`src/rtl/seq_detector_pkg.sv`:
```
// ---------------------------------------------------------------------------
// seq_detector_pkg
//   Shared types and helpers for the serial pattern detector.
//   - state_t     : control FSM encoding (IDLE / FILL / HUNT)
//   - calc_len_w  : width needed to hold a pattern length 0..max_len
//   - sat_inc     : increment that holds at a given limit
//   Optional feature macro used by the detector: SEQDET_MASK_EN.
// ---------------------------------------------------------------------------
package seq_detector_pkg;

  typedef enum logic [1:0] {
    ST_IDLE = 2'd0,  // disarmed, no valid pattern
    ST_FILL = 2'd1,  // fewer than len bits seen since load or last match
    ST_HUNT = 2'd2   // history is full enough to compare every bit
  } state_t;

  // Width of a field able to hold every length from 0 up to max_len.
  function automatic int calc_len_w(input int max_len);
    return $clog2(max_len + 1);
  endfunction

  // Saturating increment. Operands are 32 bits wide, so callers narrower
  // than 32 bits cast in and out; counters wider than 32 bits are not
  // supported by this helper.
  function automatic logic [31:0] sat_inc(input logic [31:0] value,
                                          input logic [31:0] limit);
    return (value >= limit) ? limit : value + 32'd1;
  endfunction

endpackage : seq_detector_pkg

```
`src/rtl/seq_match_counter.sv`:
```
// ---------------------------------------------------------------------------
// seq_match_counter
//   Saturating event counter. Clear has priority over increment, so a clear
//   arriving in the same cycle as an event leaves the count at zero.
//   Ports:
//     clk    in   clock, rising edge
//     rst_n  in   synchronous active-low reset
//     inc    in   count one event (holds at all-ones)
//     clr    in   force count to zero
//     cnt    out  CNT_W current count
// ---------------------------------------------------------------------------
module seq_match_counter
  import seq_detector_pkg::*;
#(
  parameter int CNT_W = 16
) (
  input  logic             clk,
  input  logic             rst_n,
  input  logic             inc,
  input  logic             clr,
  output logic [CNT_W-1:0] cnt
);

  localparam logic [31:0] CNT_MAX = 32'({CNT_W{1'b1}});

  logic [CNT_W-1:0] r_cnt;

  // NOTE: the reset is synchronous, so it lives inside the clocked branch and
  // is not in the sensitivity list; sequential state always uses <= so every
  // register samples pre-edge values regardless of statement order.
  always_ff @(posedge clk) begin
    if (!rst_n) begin
      r_cnt <= '0;
    end else if (clr) begin
      r_cnt <= '0;
    end else if (inc) begin
      r_cnt <= CNT_W'(sat_inc(32'(r_cnt), CNT_MAX));
    end
  end

  assign cnt = r_cnt;

endmodule : seq_match_counter

```
`src/rtl/seq_detector.sv`:
```
// ---------------------------------------------------------------------------
// seq_detector
//   Runtime-programmable serial bit-pattern detector. Every qualified bit is
//   shifted into a history register; when the newest len bits equal the
//   loaded pattern a registered one-cycle pulse is raised on z and a
//   saturating match counter advances. Overlapping or non-overlapping
//   detection is chosen at load time.
//   Optional feature: define SEQDET_MASK_EN to add cfg_mask, a per-position
//   don't-care mask latched together with the pattern.
//   Ports:
//     clk          in   clock, rising edge
//     rst_n        in   synchronous active-low reset
//     in_valid     in   in_bit is sampled this cycle
//     in_bit       in   serial data bit
//     cfg_load     in   latch pattern/len/overlap(/mask), clear history
//     cfg_pattern  in   MAX_LEN pattern, bit len-1 received first
//     cfg_len      in   LEN_W pattern length (clamped to MAX_LEN, 0 disarms)
//     cfg_overlap  in   1 = overlapping detection
//     cfg_mask     in   MAX_LEN don't-care bits (SEQDET_MASK_EN only)
//     cnt_clr      in   clear the match counter (wins over a match)
//     z            out  one-cycle match pulse
//     match_cnt    out  CNT_W saturating match count
//     armed        out  a pattern with nonzero length is loaded
// ---------------------------------------------------------------------------
module seq_detector
  import seq_detector_pkg::*;
#(
  parameter int MAX_LEN = 8,
  parameter int CNT_W   = 16,
  parameter int LEN_W   = calc_len_w(MAX_LEN)
) (
  input  logic               clk,
  input  logic               rst_n,
  input  logic               in_valid,
  input  logic               in_bit,
  input  logic               cfg_load,
  input  logic [MAX_LEN-1:0] cfg_pattern,
  input  logic [LEN_W-1:0]   cfg_len,
  input  logic               cfg_overlap,
`ifdef SEQDET_MASK_EN
  input  logic [MAX_LEN-1:0] cfg_mask,
`endif
  input  logic               cnt_clr,
  output logic               z,
  output logic [CNT_W-1:0]   match_cnt,
  output logic               armed
);

  // Configuration registers
  logic [MAX_LEN-1:0] r_pat;
  logic [LEN_W-1:0]   r_len;
  logic               r_overlap;
`ifdef SEQDET_MASK_EN
  logic [MAX_LEN-1:0] r_mask;
`endif

  // Datapath and control registers
  logic [MAX_LEN-1:0] r_hist;
  logic [LEN_W-1:0]   r_fill;
  logic               r_z;
  state_t             r_state;

  // Combinational helpers
  state_t             w_state_next;
  logic [LEN_W-1:0]   w_len_clamped;
  logic [MAX_LEN-1:0] w_hist_shift;
  logic [LEN_W-1:0]   w_fill_next;
  logic               w_fill_done;
  logic [MAX_LEN-1:0] w_len_mask;
  logic [MAX_LEN-1:0] w_cmp_mask;
  logic               w_hit;
  logic               w_match;

  // Over-long lengths are clamped so a mis-programmed length still arms.
  assign w_len_clamped = (32'(cfg_len) > 32'(MAX_LEN)) ? LEN_W'(MAX_LEN) : cfg_len;

  // History as it will look after this cycle's bit. The top bit falls off;
  // the concatenation keeps every stored bit referenced before truncation.
  assign w_hist_shift = MAX_LEN'({r_hist, in_bit});
  assign w_fill_next  = LEN_W'(sat_inc(32'(r_fill), 32'(MAX_LEN)));
  assign w_fill_done  = (w_fill_next >= r_len);

  // Select only the low len positions of the history for comparison.
  // NOTE: combinational blocks assign a default first so no path leaves a
  // signal unassigned, which would otherwise infer a latch.
  always_comb begin
    w_len_mask = '0;
    for (int i = 0; i < MAX_LEN; i++) begin
      if (LEN_W'(i) < r_len) begin
        w_len_mask[i] = 1'b1;
      end
    end
  end

`ifdef SEQDET_MASK_EN
  assign w_cmp_mask = w_len_mask & ~r_mask;
`else
  assign w_cmp_mask = w_len_mask;
`endif

  assign w_hit = (((w_hist_shift ^ r_pat) & w_cmp_mask) == '0);

  // A load in the same cycle discards the bit, so it can never match. The
  // state guard matters because a zero-length config compares nothing and
  // would otherwise hit on every bit.
  assign w_match = in_valid && !cfg_load && (r_state != ST_IDLE) &&
                   w_hit && w_fill_done;

  // -------------------------------------------------------------------------
  // Control FSM: next-state logic
  // -------------------------------------------------------------------------
  always_comb begin
    w_state_next = r_state;
    if (cfg_load) begin
      w_state_next = (w_len_clamped == '0) ? ST_IDLE : ST_FILL;
    end else if (in_valid) begin
      case (r_state)
        ST_IDLE: w_state_next = ST_IDLE;
        ST_FILL: begin
          if (w_match) begin
            w_state_next = r_overlap ? ST_HUNT : ST_FILL;
          end else if (w_fill_done) begin
            w_state_next = ST_HUNT;
          end
        end
        ST_HUNT: begin
          if (w_match && !r_overlap) begin
            w_state_next = ST_FILL;
          end
        end
        default: w_state_next = ST_IDLE;
      endcase
    end
  end

  // -------------------------------------------------------------------------
  // Control FSM: state register
  // -------------------------------------------------------------------------
  always_ff @(posedge clk) begin
    if (!rst_n) begin
      r_state <= ST_IDLE;
    end else begin
      r_state <= w_state_next;
    end
  end

  // -------------------------------------------------------------------------
  // Configuration, history, fill counter and match pulse
  // -------------------------------------------------------------------------
  always_ff @(posedge clk) begin
    if (!rst_n) begin
      r_pat     <= '0;
      r_len     <= '0;
      r_overlap <= 1'b0;
`ifdef SEQDET_MASK_EN
      r_mask    <= '0;
`endif
      r_hist    <= '0;
      r_fill    <= '0;
      r_z       <= 1'b0;
    end else begin
      // w_match is already low on idle and load cycles, so the pulse
      // self-clears after one cycle.
      r_z <= w_match;
      if (cfg_load) begin
        r_pat     <= cfg_pattern;
        r_len     <= w_len_clamped;
        r_overlap <= cfg_overlap;
`ifdef SEQDET_MASK_EN
        r_mask    <= cfg_mask;
`endif
        r_hist    <= '0;
        r_fill    <= '0;
      end else if (in_valid) begin
        if (w_match && !r_overlap) begin
          // Non-overlapping: the matched bits may not start the next match.
          r_hist <= '0;
          r_fill <= '0;
        end else begin
          r_hist <= w_hist_shift;
          r_fill <= w_fill_next;
        end
      end
    end
  end

  // -------------------------------------------------------------------------
  // Match counter (updates on the same edge as z)
  // -------------------------------------------------------------------------
  seq_match_counter #(
    .CNT_W (CNT_W)
  ) u_match_counter (
    .clk   (clk),
    .rst_n (rst_n),
    .inc   (w_match),
    .clr   (cnt_clr),
    .cnt   (match_cnt)
  );

  assign z     = r_z;
  assign armed = (r_state != ST_IDLE);

endmodule : seq_detector

```
`config.mk`:
```
export PLATFORM = sky130hd
export DESIGN_NAME = seq_detector
export DESIGN_NICKNAME = d
export VERILOG_FILES = /design/src/rtl/seq_detector_pkg.sv /design/src/rtl/seq_match_counter.sv /design/src/rtl/seq_detector.sv
export SDC_FILE = /design/constraint.sdc
export NUM_CORES = 1
export LEC_CHECK = 0
export CORE_UTILIZATION = 53
export DETAILED_ROUTE_END_ITERATION = 10
export PLACE_DENSITY = 0.79
export SYNTH_ARGS = -nofsm -noshare
export SYNTH_HDL_FRONTEND = slang
export SYNTH_SLANG_ARGS = --single-unit
```
`constraint.sdc`:
```
create_clock -name clk -period 3.7 [get_ports clk]
set_clock_uncertainty 0.2 [all_clocks]
set_input_delay 0.74 -clock clk [delete_from_list [all_inputs] [get_ports clk]]
set_output_delay 0.74 -clock clk [all_outputs]
set_load 0.01 [all_outputs]
```
# After elaboration in Yosys (flattened, before gate mapping)
# Cells that the tools add are included.
# W data, S select, Z words.
# classes
add_sub_neg	2
muxes	21
n_bitwise	3
div_mod_pow	0
n_lt_le_gt_ge	12
shift	0
reduce_logical	14
multipliers	0
eq_ne	4
# op_table
cell	n
$add A16 B1 Y16 const B	1
$ge A16 B16 Y1 const B	1
$lt A3 B4 Y1 const A	4
$mux W16	1
$mux W2	6
$mux W4	3
$mux W1	9
$and A8 B8 Y8	1
$logic_not A8 Y1	1
$lt A1 B4 Y1 const A	2
$lt A2 B4 Y1 const A	2
$xor A8 B8 Y8	1
$mux W7	1
$logic_and A1 B1 Y1	5
$add A4 B1 Y4 const B	1
$ge A4 B4 Y1	1
$ge A4 B4 Y1 const B	1
$gt A4 B4 Y1 const B	1
$logic_not A4 Y1	1
$ne A4 B4 Y1 const B	1
$pmux W2 S2	1
$reduce_bool A2 Y1	2
$reduce_or A2 Y1	2
$ne A3 B3 Y1 const B	1
5 further kinds	6
# totals
out_inout_bits	18
romBits	0
regBits	43
in_bits	19
latch_bits	0
elab_cells	64
n_memories	0
ramBits	0

# Longest topological paths before layout
# Gate-level depths: netlist of run 1.
# logic_depth
ltp_word	11
mapped_depth	12
depth_no_buf	10

# Cells and area by module
# A second synthesis of run 1 with hierarchy kept.
# hier_totals
hier_cells	259
area_unflattened_um2	2284.7
# by_module_without_submodules
module	seq_area_each_um2	area_each_um2	n_inst	cells_per_inst
seq_detector	540.5	1487.7	1	173
seq_match_counter	320.3	797.0	1	86

# Worst setup path after synthesis of run 1
# No wires, ideal clock.
# synth_timing
path_kind	register to register
from	register r_fill[0]
to	register r_state[0]
required_ps	3366
period_less_slack_ps	2798
path_stages_with_launch	12
setup_ps	134
arrival_ps	2464
setup_slack_ps	902
n_path_buf	2
path_cell_list	dfxtp_1 inv_1 ha_1 nor2b_1 ha_1 a2111oi_1 a2111oi_4 and2_1 buf_6 buf_6 o211ai_1 a31oi_1
# synth_between
elab_chain_len	8
word_cells_on_any_way	13
cone_classes	1 x add/sub; 2 x order compare; 2 x eq/ne; 5 x mux; 3 x reduce/logical
# synth_lines
item	line_no	text
from (decl)	seq_detector.sv:59	logic [LEN_W-1:0] r_fill;
from (signal assigned)	seq_detector.sv:181	r_fill <= w_fill_next;
$add A4 B1 Y4 / $ge A4 B4 Y1 (equally long branches)	seq_detector_pkg.sv:27	return (value >= limit) ? limit : value + 32'd1;
$mux W4 *	seq_detector_pkg.sv:27	
$ge A4 B4 Y1 *	seq_detector.sv:81	assign w_fill_done = (w_fill_next >= r_len);
$logic_and A1 B1 Y1	seq_detector.sv:107	w_hit && w_fill_done;
$mux W2	seq_detector.sv:120	if (w_match) begin
$pmux W2 S2	seq_detector.sv:117	case (r_state)
$mux W2	seq_detector.sv:116	end else if (in_valid) begin
$mux W2	seq_detector.sv:114	if (cfg_load) begin
to (signal assigned)	seq_detector.sv:143	r_state <= w_state_next;
to (decl)	seq_detector.sv:61	state_t r_state;
# Mark *: on every way between the ends. The rest lies on a longest branch, timed or not. The select of a mux whose other input is x is not followed.
# A chain may end at the register's enable or synchronous reset.

# Final worst setup path of run 1
# layout_timing
from	input port in_bit
to	register u_match_counter.r_cnt[10] (netlist: u_match_counter.cnt[10])
# layout_between
elab_chain_len	5
# layout_lines
item	line_no	text
from (decl)	seq_detector.sv:35	input logic in_bit,
$xor A8 B8 Y8	seq_detector.sv:101	assign w_hit = (((w_hist_shift ^ r_pat) & w_cmp_mask) == '0);
$and A8 B8 Y8	seq_detector.sv:101	
$logic_not A8 Y1	seq_detector.sv:101	
$logic_and A1 B1 Y1	seq_detector.sv:106	assign w_match = in_valid && !cfg_load && (r_state != ST_IDLE) &&
$logic_and A1 B1 Y1	seq_detector.sv:107	
to (signal assigned)	seq_match_counter.sv:37	r_cnt <= CNT_W'(sat_inc(32'(r_cnt), CNT_MAX));
to (decl)	seq_match_counter.sv:26	logic [CNT_W-1:0] r_cnt;
# Every way passes these cells.

==> results of run 1 <==
final cells by class:
cell class / instances / share of cell area
Timing Repair Buffer: 41 / 0.142
Clock inverter: 2 / 0.0214
Tap cell: 50 / 0.0223
Multi-Input combinational cell: 188 / 0.464
Sequential cell: 43 / 0.306
Inverter: 14 / 0.0187
Clock buffer: 6 / 0.0258
sequential cells by signal (all words and copies together) (netlist names):
register and flops:
r_fill 4, r_hist 7, z 1, u_match_counter.cnt 16, r_state 2, r_pat 8
r_len 4, r_overlap 1
critical path, stage by stage:
cell and delay [ps]:
sky130_fd_sc_hd__clkdlybuf4s50_1 440, sky130_fd_sc_hd__xor2_1 180, sky130_fd_sc_hd__a2111o_1 460, sky130_fd_sc_hd__a2111oi_4 430
sky130_fd_sc_hd__nand2_1 340, sky130_fd_sc_hd__nor2_2 480, sky130_fd_sc_hd__a311oi_1 160
cells by family after synthesis:
family	after synthesis	share of synthesized area
mux	11	0.0483
fa+ha+maj	10	0.0549
xor+xnor	9	0.0346
flops	43	0.377
buf+inv	27	0.0516
simple gates	90	0.215
compound gates	68	0.218
worst max path at each step:
| stage | slack, ps | depth (start not counted) | from | to |
|---|---|---|---|---|
| final | 410 | 7 | in_bit | u_match_counter.cnt[10] |
| after global routing | 280 | 7 | in_bit | u_match_counter.cnt[10] |
| after CTS | 450 | 7 | in_bit | u_match_counter.cnt[10] |
| after detailed placement | 170 | 7 | in_bit | u_match_counter.cnt[10] |
| after global placement | 230 | 7 | in_bit | u_match_counter.cnt[10] |
| after floorplan | 900 | 11 | r_fill[0] | r_state[0] |
synthesized netlist by cell type, types with 2 or more instances:
| cell | number | area, µm² |
|---|---|---|
| sky130_fd_sc_hd__o211ai_1 | 11 | 82.6 |
| sky130_fd_sc_hd__buf_6 | 2 | 22.5 |
| sky130_fd_sc_hd__inv_1 | 14 | 52.6 |
| sky130_fd_sc_hd__nor3b_1 | 2 | 15.0 |
| sky130_fd_sc_hd__a21oi_1 | 19 | 95.1 |
| sky130_fd_sc_hd__nand3_1 | 6 | 30.0 |
| sky130_fd_sc_hd__nor2b_1 | 11 | 68.8 |
| sky130_fd_sc_hd__a31oi_1 | 5 | 31.3 |
| sky130_fd_sc_hd__buf_1 | 3 | 11.3 |
| sky130_fd_sc_hd__nand2_1 | 15 | 56.3 |
| sky130_fd_sc_hd__or3_1 | 2 | 12.5 |
| sky130_fd_sc_hd__a41oi_1 | 3 | 26.3 |
| sky130_fd_sc_hd__clkbuf_1 | 7 | 26.3 |
| sky130_fd_sc_hd__dfxtp_1 | 43 | 861 |
| sky130_fd_sc_hd__xnor2_1 | 5 | 43.8 |
| sky130_fd_sc_hd__a311oi_1 | 5 | 43.8 |
| sky130_fd_sc_hd__and2_1 | 5 | 31.3 |
| sky130_fd_sc_hd__o22ai_1 | 4 | 25.0 |
| sky130_fd_sc_hd__nand4_1 | 3 | 18.8 |
| sky130_fd_sc_hd__nor3_1 | 11 | 55.1 |
| sky130_fd_sc_hd__o41ai_1 | 3 | 26.3 |
| sky130_fd_sc_hd__mux2i_1 | 11 | 110 |
| sky130_fd_sc_hd__xor2_1 | 4 | 35.0 |
| sky130_fd_sc_hd__and3_1 | 2 | 12.5 |
| sky130_fd_sc_hd__ha_1 | 10 | 125 |
| sky130_fd_sc_hd__nor2_1 | 12 | 45.0 |
| sky130_fd_sc_hd__a211oi_1 | 6 | 45.0 |
| sky130_fd_sc_hd__nor4b_1 | 3 | 26.3 |
| sky130_fd_sc_hd__nand2b_1 | 13 | 81.3 |
| sky130_fd_sc_hd__o21ai_1 | 2 | 10.0 |
| sky130_fd_sc_hd__and4_1 | 2 | 17.5 |
per-layer routing:
metal | up-vias | part of all wire
li1 | 1014 | -
met1 | 965 | 0.46
met2 | 58 | 0.47
met3 | 9 | 0.050
met4 | 0 | 0.016
met5 | - | 0
report_power, final:
| part | switching, mW | leakage (nW) | internal, mW |
|---|---|---|---|
| sequential | 0.0128 | 0.349 | 0.473 |
| clock | 0.165 | 0.0654 | 0.270 |
| combinational | 0.0518 | 0.575 | 0.0543 |
metrics by stage:
step	cells	area [µm²]	hold WS, ps
6_report	344	2810	291
5_1_grt	344	2810	324
4_1_cts	344	2810	290
3_5_place_dp	336	2680	278
3_3_place_gp	336	2680	269
2_1_floorplan	258	2280	258
==> qor.json, run 1 <==
{
  "status": "complete, no violations",
  "use_met1": 0.343,
  "initial_core_utilization": 0.562,
  "synthesis_stage_register_bit_count": 43,
  "ctsRootBufferMaster": "sky130_fd_sc_hd__clkbuf_8",
  "final_util": 0.692,
  "syn2layout_area_growth_pct": 23.1,
  "detail_route.vias_per_cell": 5.95,
  "grt.met2_usage": 0.418,
  "grt-busiest-layer": "met2",
  "period_share": 0.889,
  "clk-insertion-delay-late_ps": 300,
  "cts.sinks": 43,
  "cts_setup_buffers": 0,
  "dp_hpwl_mm": 3.73,
  "die_h_um": 67.6,
  "worst_ir_drop_vdd_mv": 0.257,
  "antenna_found_initial": 0,
  "timing_max_transition_violations_final": 0,
  "path_class": "in2reg",
  "worst_setup_path_start_kind": "input port",
  "io_pins": 37,
  "slew_headroom": 0.437,
  "multi_input_comb_area_mm2": 0.00130,
  "numPortBuffers": 36,
  "detail_route.iter0.violations": 122,
  "powerDensity_mw_per_mm2": 365,
  "synth_cell_types": 45,
  "synth_sequential_area_ratio": 0.377,
  "die-width_um": 67.6,
  "worst-endpoint-arrival_ps": 3230,
  "gp_congestion": 0.829,
  "setup.worst_path.end_class": "flip-flop",
  "maximum_clock_frequency_mhz": 304,
  "grt.total_usage": 0.263,
  "postSynthAreaPerCell_um2": 8.84,
  "holdBufCountCts": 0,
  "number_of_buffers_added_by_the_clock_tree_synthesis_step": 5,
  "finalPower_mw": 1.03,
  "share_of_layout_cells_above_drive_strength_1": 0.0578,
  "worst_hold_path_type": "reg2reg",
  "syn-cell-area_mm2": 0.00228,
  "hold_violations": 0,
  "timing.hold.worst.start": "r_hist[6]",
  "worstPathRequired_ps": 3640,
  "cts.path.max_buffers": 2,
  "final_wirelength_mm": 5.29,
  "cellLeakagePower_nw": 0.989,
  "global_route_wire_length_before_repair_mm": 8.91,
  "grt_pass1_vias": 1910,
  "worst_hold_path.num_cells": 2,
  "drc": 0,
  "design.core.area_mm2": 0.00406,
  "synth_nets": 287,
  "worst_r2r_path_depth": 10,
  "tightest_slew_ps": 838,
  "grt_start_max_net_pins": 26,
  "commonest_non_fill_non_tap_cell_in_the_layout": "sky130_fd_sc_hd__dfxtp_1",
  "synth_enable_flop_cells": 0,
  "antenna_cells_inserted": 0,
  "design.die.area_mm2": 0.00457,
  "vias": 2046,
  "hold_endpoint": "r_hist[6]",
  "commonest_non_fill_non_tap_cells_in_the_layout": "sky130_fd_sc_hd__dfxtp_1, sky130_fd_sc_hd__clkdlybuf4s50_1, sky130_fd_sc_hd__a21oi_1, sky130_fd_sc_hd__nand2_1, sky130_fd_sc_hd__inv_1",
  "detail_route.wl_per_cell_um": 15.4,
  "globalRoute.totalOverflow": 0,
  "setup.reg_to_reg.worst_slack_ps": 550,
  "final.setup.worst_slack_ps": 411,
  "grtUsageMet3": 0.0659,
  "tritoncts": "done",
  "postRouteAntennaNets": 0,
  "clock_slew_seen_by_the_registers_of_the_worst_setup_and_hold_paths_ps": 80,
  "setup_violations": 0,
  "cts.htree.levels": 2,
  "critical_path.reg2reg.endpoint": "u_match_counter.cnt[10]",
  "synth-async-reset-ratio": 0,
  "r2r_start": "r_fill[0]",
  "fin_tns_setup_ps": 0,
  "crit_path_max_fanout": 11,
  "final_period_minus_worst_setup_slack_ps": 3290,
  "final_net_count": 322,
  "syn-instance-count": 258,
  "rsz0062_at_grt": "false",
  "fill_cells": 346,
  "max_cap_violations": 0,
  "detailedPlace.worstSlack_ps": 175,
  "drt_pre_antenna_iters": 4,
  "placementRows": 23,
  "ff_latch_area_um2": 861,
  "ys_dominant_reg_cell": "sky130_fd_sc_hd__dfxtp_1",
  "synth_warnings": 0,
  "postcts_resize_cnt": 0
}
No activity file was read; power rests on OpenSTA's default activity.
==> run 2, diff against run 1 <==
--- a/config.mk
+++ b/config.mk
@@ -5,6 +5,7 @@
 export SDC_FILE = /design/constraint.sdc
 export NUM_CORES = 1
 export LEC_CHECK = 0
+export CAP_MARGIN = 40
 export CORE_UTILIZATION = 53
 export DETAILED_ROUTE_END_ITERATION = 10
 export PLACE_DENSITY = 0.79
==> results of run 2 <==
The final DEF is identical to that of run 1; final timing and power are the same.
